===== src/rtl/time_set_ctrl.sv =====
// Keypad time-entry sequencer: captures the running time into a shadow copy, edits it
// digit by digit with BCD range checks, then commits it to the counter via req/ack.
module time_set_ctrl #(
    parameter int CLK_HZ     = 1000,
    parameter int TIMEOUT_S  = 10,
    parameter int BLINK_HALF = 250
) (
    input  logic        clk,
    input  logic        rst,
    input  logic        set_mode,
    input  logic        key_valid,
    input  logic [3:0]  key_digit,
    input  logic [23:0] cur_time,
    output logic        load_req,
    output logic [23:0] load_time,
    input  logic        load_ack,
    output logic        edit_active,
    output logic [2:0]  edit_pos,
    output logic [5:0]  blink_mask,
    output logic        key_err
);
    localparam int DIV_W = (CLK_HZ > 1) ? $clog2(CLK_HZ) : 1;
    localparam int BLK_W = (BLINK_HALF > 1) ? $clog2(BLINK_HALF) : 1;

    typedef enum logic [1:0] {S_IDLE, S_CAPTURE, S_EDIT, S_COMMIT} state_t;

    state_t            state_q, state_d;
    logic              set_mode_q;
    logic [23:0]       shadow_q, shadow_d;
    logic [2:0]        pos_q, pos_d;
    logic [DIV_W-1:0]  div_q, div_d;
    logic [5:0]        sec_q, sec_d;
    logic [BLK_W-1:0]  blk_cnt_q, blk_cnt_d;
    logic              blk_off_q, blk_off_d;
    logic              load_req_q, load_req_d;
    logic [23:0]       load_time_q, load_time_d;
    logic              edit_active_q, edit_active_d;
    logic [5:0]        blink_mask_q, blink_mask_d;
    logic              key_err_q, key_err_d;

    logic [3:0]        limit;
    logic              key_ok;
    logic              tick;
    logic [4:0]        dig_lsb;

    // Digit 0 (h_ten) sits in the top nibble.
    assign dig_lsb = 5'd20 - {pos_q, 2'b00};

    always_comb begin
        case (pos_q)
            3'd0:    limit = 4'd2;
            3'd1:    limit = (shadow_q[23:20] == 4'd2) ? 4'd3 : 4'd9;
            3'd2:    limit = 4'd5;
            3'd4:    limit = 4'd5;
            default: limit = 4'd9;
        endcase
    end

    assign key_ok = (key_digit <= limit);
    assign tick   = (div_q == DIV_W'(CLK_HZ - 1));

    always_comb begin
        state_d     = state_q;
        shadow_d    = shadow_q;
        pos_d       = pos_q;
        div_d       = div_q;
        sec_d       = sec_q;
        blk_cnt_d   = blk_cnt_q;
        blk_off_d   = blk_off_q;
        load_req_d  = load_req_q;
        load_time_d = load_time_q;
        key_err_d   = 1'b0;

        case (state_q)
            S_IDLE: begin
                if (set_mode && !set_mode_q) state_d = S_CAPTURE;
            end
            S_CAPTURE: begin
                shadow_d  = cur_time;
                pos_d     = 3'd0;
                div_d     = '0;
                sec_d     = '0;
                blk_cnt_d = '0;
                blk_off_d = 1'b0;
                state_d   = S_EDIT;
            end
            S_EDIT: begin
                if (blk_cnt_q == BLK_W'(BLINK_HALF - 1)) begin
                    blk_cnt_d = '0;
                    blk_off_d = ~blk_off_q;
                end else begin
                    blk_cnt_d = blk_cnt_q + BLK_W'(1);
                end
                if (tick) begin
                    div_d = '0;
                    sec_d = sec_q + 6'd1;
                end else begin
                    div_d = div_q + DIV_W'(1);
                end

                if (key_valid) begin
                    div_d = '0;
                    sec_d = '0;
                    if (key_ok) begin
                        shadow_d[dig_lsb +: 4] = key_digit;
                        // Entering a 2x hour must not leave an illegal 24..29.
                        if (pos_q == 3'd0 && key_digit == 4'd2 && shadow_q[19:16] > 4'd3)
                            shadow_d[19:16] = 4'd3;
                        if (pos_q == 3'd5) begin
                            state_d = S_COMMIT;
                        end else begin
                            pos_d     = pos_q + 3'd1;
                            blk_cnt_d = '0;
                            blk_off_d = 1'b0;
                        end
                    end else begin
                        key_err_d = 1'b1;
                    end
                end

                if (state_d == S_EDIT && !set_mode)
                    state_d = S_COMMIT;
                else if (state_d == S_EDIT && !key_valid && tick && (sec_q + 6'd1 == 6'(TIMEOUT_S)))
                    state_d = S_IDLE;

                if (state_d == S_COMMIT) begin
                    load_req_d  = 1'b1;
                    load_time_d = shadow_d;
                end
            end
            S_COMMIT: begin
                if (load_ack) begin
                    load_req_d = 1'b0;
                    state_d    = S_IDLE;
                end
            end
            default: state_d = S_IDLE;
        endcase

        edit_active_d = (state_d != S_IDLE);
        blink_mask_d  = (state_d == S_EDIT && blk_off_d) ? (6'b100000 >> pos_d) : 6'b000000;
    end

    always_ff @(posedge clk or posedge rst) begin
        if (rst) begin
            state_q       <= S_IDLE;
            // Reset high so a level already present at release is not seen as an edge.
            set_mode_q    <= 1'b1;
            shadow_q      <= '0;
            pos_q         <= '0;
            div_q         <= '0;
            sec_q         <= '0;
            blk_cnt_q     <= '0;
            blk_off_q     <= 1'b0;
            load_req_q    <= 1'b0;
            load_time_q   <= '0;
            edit_active_q <= 1'b0;
            blink_mask_q  <= '0;
            key_err_q     <= 1'b0;
        end else begin
            state_q       <= state_d;
            set_mode_q    <= set_mode;
            shadow_q      <= shadow_d;
            pos_q         <= pos_d;
            div_q         <= div_d;
            sec_q         <= sec_d;
            blk_cnt_q     <= blk_cnt_d;
            blk_off_q     <= blk_off_d;
            load_req_q    <= load_req_d;
            load_time_q   <= load_time_d;
            edit_active_q <= edit_active_d;
            blink_mask_q  <= blink_mask_d;
            key_err_q     <= key_err_d;
        end
    end

    assign load_req    = load_req_q;
    assign load_time   = load_time_q;
    assign edit_active = edit_active_q;
    assign edit_pos    = pos_q;
    assign blink_mask  = blink_mask_q;
    assign key_err     = key_err_q;
endmodule


===== config.mk =====
export PLATFORM = sky130hd
export DESIGN_NAME = time_set_ctrl
export DESIGN_NICKNAME = d
export VERILOG_FILES = /design/src/rtl/time_set_ctrl.sv
export SDC_FILE = /design/constraint.sdc
export NUM_CORES = 1
export LEC_CHECK = 0
export BUFFER_PORTS_ARGS = -buffer_cell sky130_fd_sc_hd__buf_2
export CELL_PAD_IN_SITES_DETAIL_PLACEMENT = 0
export CELL_PAD_IN_SITES_GLOBAL_PLACEMENT = 1
export CORE_UTILIZATION = 40
export DETAILED_ROUTE_END_ITERATION = 12
export HOLD_SLACK_MARGIN = 0.02
export PLACE_DENSITY_LB_ADDON = 0.1
export REMOVE_ABC_BUFFERS = 1
export SLEW_MARGIN = 20
export SYNTH_ARGS = -nofsm -noshare
export SYNTH_HDL_FRONTEND = slang
export SYNTH_SLANG_ARGS = --single-unit

===== constraint.sdc =====
create_clock -name clk -period 2.9 [get_ports clk]
set_input_delay 0.58 -clock clk [delete_from_list [all_inputs] [get_ports clk]]
set_output_delay 0.58 -clock clk [all_outputs]
set_load 0.05 [all_outputs]

Yosys cells after proc, flatten, opt, wreduce, memory -nomap -nowiden
Index checks and enable logic that the tools add are counted.
{"block": "word_totals", "register_bits": 88, "latchBits": 0, "ram_bits": 0, "mem_bits_ro": 0, "input_bits": 33, "mem_count": 0}
{"block": "classes", "add_sub_neg": 6, "multipliers": 0, "div": 0, "order_cmp": 2, "eq_ne": 18, "shifts": 3, "n_mux": 44, "bitwise_logic": 1, "n_reduce_logical": 20}
{"cell": "24-bit 2-to-1 mux", "count": 2}
{"cell": "24-bit case mux with 2 select lines", "count": 1}
{"cell": "8-bit 2-to-1 mux", "count": 4}
{"cell": "24-bit bitwise mux", "count": 1}
{"cell": "4-bit by 7-bit variable shift with 24-bit output, first input constant", "count": 1}
{"cell": "4-bit by 7-bit indexed part select with 24-bit output", "count": 1}
{"cell": "10-bit 2-to-1 mux", "count": 2}
{"cell": "10-bit case mux with 2 select lines", "count": 1}
{"cell": "2-bit 2-to-1 mux", "count": 9}
{"cell": "6-bit 2-to-1 mux", "count": 3}
{"cell": "8-bit case mux with 2 select lines", "count": 1}
{"cell": "4-bit case mux with 3 select lines", "count": 1}
{"cell": "6-bit case mux with 2 select lines", "count": 1}
{"cell": "10-bit by 1-bit adder with 10-bit output, second input constant", "count": 1}
{"cell": "10-bit equality test, second input constant", "count": 1}
{"cell": "2-bit equality test, second input constant", "count": 5}
{"cell": "1-bit 2-to-1 mux", "count": 9}
{"cell": "3-bit 2-to-1 mux", "count": 3}
{"cell": "8-bit by 1-bit adder with 8-bit output, second input constant", "count": 1}
{"cell": "4-bit by 2-bit equality test with 1-bit output, second input constant", "count": 2}
{"cell": "8-bit equality test, second input constant", "count": 1}
{"cell": "1-bit logical AND", "count": 8}
{"cell": "4-bit 2-to-1 mux", "count": 2}
{"cell": "2-bit case mux with 4 select lines", "count": 1}
{"cell": "other kinds (24)", "count": 32}

Depth between registers and ports, before layout
{"block": "depth", "depth_word": 18, "ltp_mapped": 15, "mapped_depth_nobuf": 13}

Least setup slack after synthesis
OpenSTA, ideal clock, no wires.
{"block": "synth_timing", "path_type": "reg-to-reg", "from": "reg pos_q[0], in the netlist edit_pos[0]", "to": "reg shadow_q[11]", "setup_ns": 0.126, "arrival_time_ns": 3.123, "required_time_ns": 2.774, "setup_slack_ns": -0.349, "path_stages_with_launch": 15, "path_cell_list": "dfrtp_1 buf_2 inv_1 ha_1 nor2_1 nor2_1 o32a_1 ha_1 a21oi_1 nand2_1 o21ai_2 buf_6 nand3_4 a21o_1 a221o_1"}
{"block": "synth_via", "elab_chain_len": 7, "word_cells_on_any_way": 15}
{"item": "start: declaration", "line_no": "30", "rtl": "logic [2:0] pos_q, pos_d;"}
{"item": "start signal: assignment", "line_no": "164", "rtl": "pos_q <= pos_d;"}
{"item": "5-bit subtractor (tied with other cells)", "line_no": "47", "rtl": "assign dig_lsb = 5'd20 - {pos_q, 2'b00};"}
{"item": "5-bit negator with 7-bit output / 2-bit OR reduction (equally long branches)"}
{"item": "4-bit by 7-bit indexed part select with 24-bit output (tied with other cells)", "line_no": "105", "rtl": "shadow_d[dig_lsb +: 4] = key_digit;"}
{"item": "24-bit bitwise mux / 4-bit <= comparator (equally long branches)", "line_no": "105, 59"}
{"item": "24-bit 2-to-1 mux (*)", "line_no": "104", "rtl": "if (key_ok) begin"}
{"item": "24-bit 2-to-1 mux (*)", "line_no": "101", "rtl": "if (key_valid) begin"}
{"item": "24-bit case mux with 2 select lines (*)", "line_no": "74", "rtl": "case (state_q)"}
{"item": "end signal: assignment", "line_no": "163", "rtl": "shadow_q <= shadow_d;"}
{"item": "end: declaration", "line_no": "29", "rtl": "logic [23:0] shadow_q, shadow_d;"}
Mark *: on every way between the ends. The rest lies on a longest branch, timed or not.
A chain may end at the register's enable or synchronous reset.

Worst setup path in the final report
{"block": "layout_timing", "from": "reg pos_q[1], in the netlist edit_pos[1]", "to": "reg blink_mask_q[0], in the netlist blink_mask[0]"}
{"block": "layout_via", "elab_chain_len": 18, "word_cells_on_any_way": 34}
{"item": "3-bit equality test / 3-bit by 2-bit equality test with 1-bit output (equally long branches)", "line_no": "50", "rtl": "case (pos_q)"}
{"item": "2-bit OR reduction (no line)"}
{"item": "4-bit case mux with 3 select lines", "line_no": "50"}
{"item": "4-bit <= comparator", "line_no": "59", "rtl": "assign key_ok = (key_digit <= limit);"}
{"item": "2-bit 2-to-1 mux", "line_no": "104"}
{"item": "2-bit 2-to-1 mux", "line_no": "101"}
{"item": "2-bit 2-to-1 mux", "line_no": "74"}
{"item": "2-bit equality test", "line_no": "121, 123"}
{"item": "1-bit logical AND (3 in a row)", "line_no": "123", "rtl": "else if (state_d == S_EDIT && !key_valid && tick && (sec_q + 6'd1 == 6'(TIMEOUT_S)))"}
{"item": "2-bit 2-to-1 mux", "line_no": "123"}
{"item": "2-bit 2-to-1 mux", "line_no": "121", "rtl": "if (state_d == S_EDIT && !set_mode)"}
{"item": "2-bit 2-to-1 mux", "line_no": "74"}
{"item": "2-bit case mux with 4 select lines", "line_no": "74"}
{"item": "2-bit equality test", "line_no": "141", "rtl": "blink_mask_d = (state_d == S_EDIT && blk_off_d) ? (6'b100000 >> pos_d) : 6'b000000;"}
{"item": "1-bit logical AND", "line_no": "141"}
{"item": "6-bit 2-to-1 mux (*)", "line_no": "141"}
{"item": "net blink_mask_d[0]", "line_no": "38", "rtl": "logic [5:0] blink_mask_q, blink_mask_d;"}
{"item": "end signal: assignment", "line_no": "172", "rtl": "blink_mask_q <= blink_mask_d;"}
{"item": "end: declaration", "line_no": "38"}
The timed path passes the listed nets; every way through them passes the cells marked *. The select of a mux whose other input is x is not followed.

==> impl.org <==
** Placed design
- Estimated wirelength of the detail-placed design :: just under 10000 um
- I/O Buffers :: a little under 70
- The congestion estimate from routability-driven global placement came to 0.8746.
- Worst-case setup slack after placement :: -0.1174 ns

** Synthesis
- Prevailing post-synth register cell :: sky130_fd_sc_hd__dfrtp_1
- Post-synthesis cell type count :: 64
- Of the total synthesized cell area, the portion taken by AND, OR, NAND and NOR gates is 0.2241.
- Synth Cell Area :: roughly 0.0048 mm^2
- Post-synthesis sequential area ratio :: 0.4547
- Main area contributors after synthesis :: sky130_fd_sc_hd__dfrtp_1 45%, sky130_fd_sc_hd__ha_1 5.2%, sky130_fd_sc_hd__nor2_1 4.1%, sky130_fd_sc_hd__nand2_1 3.5%, sky130_fd_sc_hd__a221o_1 3.1%
- Synth top cells by count :: 87 x sky130_fd_sc_hd__dfrtp_1, 53 x sky130_fd_sc_hd__nor2_1, 45 x sky130_fd_sc_hd__nand2_1
- Top-area cell type share of the netlist area :: 0.4493
- Library cell with the largest summed area after synthesis :: sky130_fd_sc_hd__dfrtp_1
- During synthesis, Yosys emitted a total of 0 warnings.
- The average instance in the mapped netlist occupies 9.446 um^2.
- Multiplexer share of the synthesized area :: 0.02479
- Synth Area in XOR/XNOR :: 0.01446
- Counting flops with a built-in enable in the synthesized netlist gives 0.
- Number of flip-flops and latches in the synthesized netlist :: 88
- By instance count, the leading cell after synthesis is sky130_fd_sc_hd__dfrtp_1.
- Main combinational cell family by area after synthesis :: simple AND/OR/NAND/NOR gates
- Area fraction in compound gates after synthesis :: 0.1859
- Fraction of registers with async set/reset :: 1.000
- Of the total synthesized cell area, the portion taken by full adders, half adders and majority gates is 0.05164.
- Synthesis handed over a netlist of 513 instances.

** Die
- In this run the core area contains 39 standard-cell rows.
- In this run the horizontal extent of the chip is 112.1 um.
- Area of the placeable core :: approximately 0.012 mm^2
- For this configuration, the core starts out at a cell density of 0.4173.
- Floorplan die height :: between 100 and 150 um
- In this run the count of I/O pins placed on the die edge is a little under 70.
- The floorplan step defined a die boundary enclosing roughly 0.013 mm^2.

** Global route
- The number of global-route vias before repair was roughly 4200.
- Antenna violations before repair :: 0
- Maximum number of pins on one net before global-route repair :: 57
- Global-route wire length before repair :: between 20000 and 25000 um
- GRT overflow :: 0
- For this run, the total global-route usage over all layers was measured as 0.2229.

** Detailed routing
- Router iterations before antenna repair :: 8
- Overall routed net length :: 13200 um
- In this run, the number of DRC markers left after iteration 0 of detailed routing was 250.
- After detailed routing, the number of vias per cell comes to between 5 and 6.
- Detail-routed net length per standard cell :: roughly 17 um
- The detailed router placed between 4000 and 5000 vias in this run.
- In the routed design, unresolved DRC markers number 6.
- The count of nets left with antenna violations once routing finished came out at 0.

** Timing
- On the final layout, the worst clock skew is just over 0.006 ns.
- The number of endpoints with negative hold slack in the final report came to 0.
- For the finished layout, the period the worst path requires is about 2.8 ns.
- Setup violations remaining at the end of the flow were counted as 0.
- Final Worst Setup Slack :: around 0.11 ns
- In this run the tightest slew margin relative to its limit is 0.6128.
- Setup repair after global routing could not meet its margin everywhere.
- For the pin with the worst max-slew slack, the measured transition is just under 0.6 ns.
- FMAX :: roughly 360 MHz
- Max Transition Viols Final :: 0
- In the finished design, the share of the clock period the worst path needs comes to 0.9610.

** Critical path
- STA puts the critical path data required time at roughly 3.2 ns.
- Startpoint type of the worst setup path :: flop
- Arrival time reported for the critical path endpoint :: slightly above 3 ns
- CP most frequent cell :: sky130_fd_sc_hd__buf_4
- The signal on the critical path passes through buf_4 -> ha_1 -> nor2_2 -> nor2_1 -> o32a_1 -> ha_4 -> buf_4 -> o211a_4 -> o21ai_4 -> buf_6 -> a41o_1 -> or2_4 -> nor4_2.
- Sort of element at the end of the critical path :: flop
- For this design, the slowest cell found on the critical path is sky130_fd_sc_hd__dfrtp_1.
- Critical setup path kind :: flop to flop
- R2R depth :: 13
- Maximum fanout along the worst path :: 5
- On the worst path, the slowest cell contributes a delay of just under 0.4 ns.

** Clocking
- Clock buffer count from CTS :: 9
- TritonCTS built the clock tree.
- CTS built an H-tree with a depth of 3.
- After clock tree synthesis, the clock-pin slew on the worst setup and hold paths is 0.06 ns.
- In this run, post-CTS hold repair placed 0 buffers.
- The clock passes through at most 2 buffers.
- Clock latency on the worst-skew pair, taken at its later pin, is ~0.35 ns.
- Cell chosen for the clock root :: sky130_fd_sc_hd__clkbuf_16
- The tree built by TritonCTS fans out to just under 90 sinks.

** Cells and area
- In the final design database the tool counted 666 nets.
- Filler Cells Inserted :: 1098
- From synthesis to final layout, the design area changed by 26.36%.
- Of the cells placed in the final design, the portion with a size suffix greater than 1 is 0.2848.
- The repair_antennas step left the layout with diodes totalling 0.

** Run status
- The checks that failed: DRC.
- The run finished, with violations left.

** Power and ir drop
- Sequential cell fraction of total power :: 0.390
- The internal power of the cells totals 2.677 mW.
- After layout, the design draws a total of roughly 4.2 mW.
- Largest voltage drop on the vdd net :: between 0.0003 and 0.0004 V
- Of the total power, combinational logic draws 0.347.
- Lkg Pwr :: 2.803 nW
- Of the total power, the share spent switching nets is 0.3669.
- The analysis attributes to net switching a power of 1.551 mW.
- Clock group share of total power :: 0.263
- Dividing total power by cell area gives a power density of 690.6 mW/mm^2.

** Worst hold path
- Class of the tightest hold or removal check :: input pin to asynchronous set/reset pin

** Flow run
- Across the run, the number of max-cap violations was 0.
## metrics by stage
step / hold slack (ns) / cell area, um^2 / util / cells / setup TNS (ns)
3_5_place_dp: 0.4984 / 5628 / 0.4846 / 743 / -2.178
6_report: 0.2681 / 6123 / 0.5273 / 761 / 0
5_1_grt: 0.3072 / 6123 / 0.5273 / 761 / -0.04919
2_1_floorplan: 0.4726 / 4728 / - / 488 / -54.95
3_3_place_gp: 0.4889 / 5628 / 0.4846 / 743 / -0.8222
4_1_cts: 0.2853 / 5972 / 0.5142 / 760 / 0
## cell type report
type / instances / area (um^2) / area share
well taps: 143 / 178.9 / 0.02922
flip-flops and latches: 88 / 2205 / 0.3600
clock inverters: 5 / 31.28 / 0.005108
clock buffers: 11 / 252.7 / 0.04127
inverters: 26 / 98.84 / 0.01614
multi-input cells: 374 / 2619 / 0.4277
repair buffers: 114 / 738.2 / 0.1206
## worst max-delay path, delay by kind of cell, from the launching register on
family	cells	cell delay [ns]
fa+ha+maj	2	0.53
simple gates	4	0.67
buf+inv	3	0.40
flops	1	0.39
compound gates	4	0.71
## final timing paths
kind | startpoint | to | slack (ns)
worst max-delay path | edit_pos[1] | blink_mask[0] | 0.11
worst min-delay path | rst | load_time[8] | 0.27
worst max register to register | edit_pos[1] | blink_mask[0] | 0.11
worst min register to register | blk_cnt_q[7] | blk_cnt_q[7] | 0.51
max in group asynchronous | rst | set_mode_q | 1.91
min in group clk | set_mode | set_mode_q | 0.36
## cell usage in the layout, fill, tap and decap left out, types with 3 or more instances in the layout
cell type                   count
sky130_fd_sc_hd__buf_6          4
sky130_fd_sc_hd__a2bb2oi_1      4
sky130_fd_sc_hd__mux2i_1       10
sky130_fd_sc_hd__nand4_1        8
sky130_fd_sc_hd__a31oi_1       15
sky130_fd_sc_hd__nor3b_1        7
sky130_fd_sc_hd__a21o_1         8
sky130_fd_sc_hd__xor2_1         4
sky130_fd_sc_hd__o2bb2ai_1      6
sky130_fd_sc_hd__ha_1          17
sky130_fd_sc_hd__buf_4         39
sky130_fd_sc_hd__nand2_1       45
sky130_fd_sc_hd__o31ai_1        5
sky130_fd_sc_hd__nor2b_1        5
sky130_fd_sc_hd__o21ai_0       21
sky130_fd_sc_hd__dfrtp_1       86
sky130_fd_sc_hd__buf_12         3
sky130_fd_sc_hd__a21oi_1       15
sky130_fd_sc_hd__clkinv_2       4
sky130_fd_sc_hd__o21ai_1        3
sky130_fd_sc_hd__nor4_2         5
sky130_fd_sc_hd__nand2b_1       5
sky130_fd_sc_hd__a221o_1       15
sky130_fd_sc_hd__clkbuf_16      9
sky130_fd_sc_hd__nand3_1       20
sky130_fd_sc_hd__nand3_2        4
sky130_fd_sc_hd__inv_1         21
sky130_fd_sc_hd__buf_2         68
sky130_fd_sc_hd__a22oi_1        5
sky130_fd_sc_hd__nor2_1        52
sky130_fd_sc_hd__xnor2_1        4
sky130_fd_sc_hd__nor3_1        13
sky130_fd_sc_hd__o22ai_1        8
sky130_fd_sc_hd__and3_1        12
sky130_fd_sc_hd__inv_2          3
## flip-flops by register name, indices dropped and copies added (netlist names)
| register | cells |
|---|---|
| load_time | 24 |
| shadow_q | 24 |
| div_q | 10 |
| blk_cnt_q | 8 |
| blink_mask | 6 |
| sec_q | 6 |
| edit_pos | 3 |
| state_q | 2 |
| blk_off_q | 1 |
| edit_active | 1 |
| key_err | 1 |
| load_req | 1 |
| set_mode_q | 1 |
## power groups by stage
stage | registers (mW) | clock network [mW] | logic [mW]
6_report | 1.65 | 1.11 | 1.47
5_1_grt | 1.67 | 1.20 | 1.59
4_1_cts | 1.64 | 1.14 | 1.43
3_5_place_dp | 1.65 | 0 | 1.41
3_3_place_gp | 1.65 | 0 | 1.39
2_1_floorplan | 1.92 | 0 | 0.686
## per-layer routing
layer,track usage,part of all wire,up-vias
met2,0.3648,0.49,88
met1,0.2989,0.46,2121
li1,-,-,2071
met5,0,0,-
met4,0.06844,0.014,0
met3,0.04482,0.039,18
## cell families (layout without fill, tap and decap cells)
kind of cell	after synthesis	count (layout)
and+or+nand+nor	209	209
AOI/OAI and AO/OA	125	125
DFF	88	88
buffers and inverters	51	156
adders and majority gates	20	20
muxes	12	12
xor gates and xnor gates	8	8
## what timing repair did
action                     CTS  global route
setup endpoints to repair   46            50
pin swaps                    1             8
resized for setup           11            31
buffers inserted             1             1
cloned                       0             0
(Power assumes the default switching activity.)
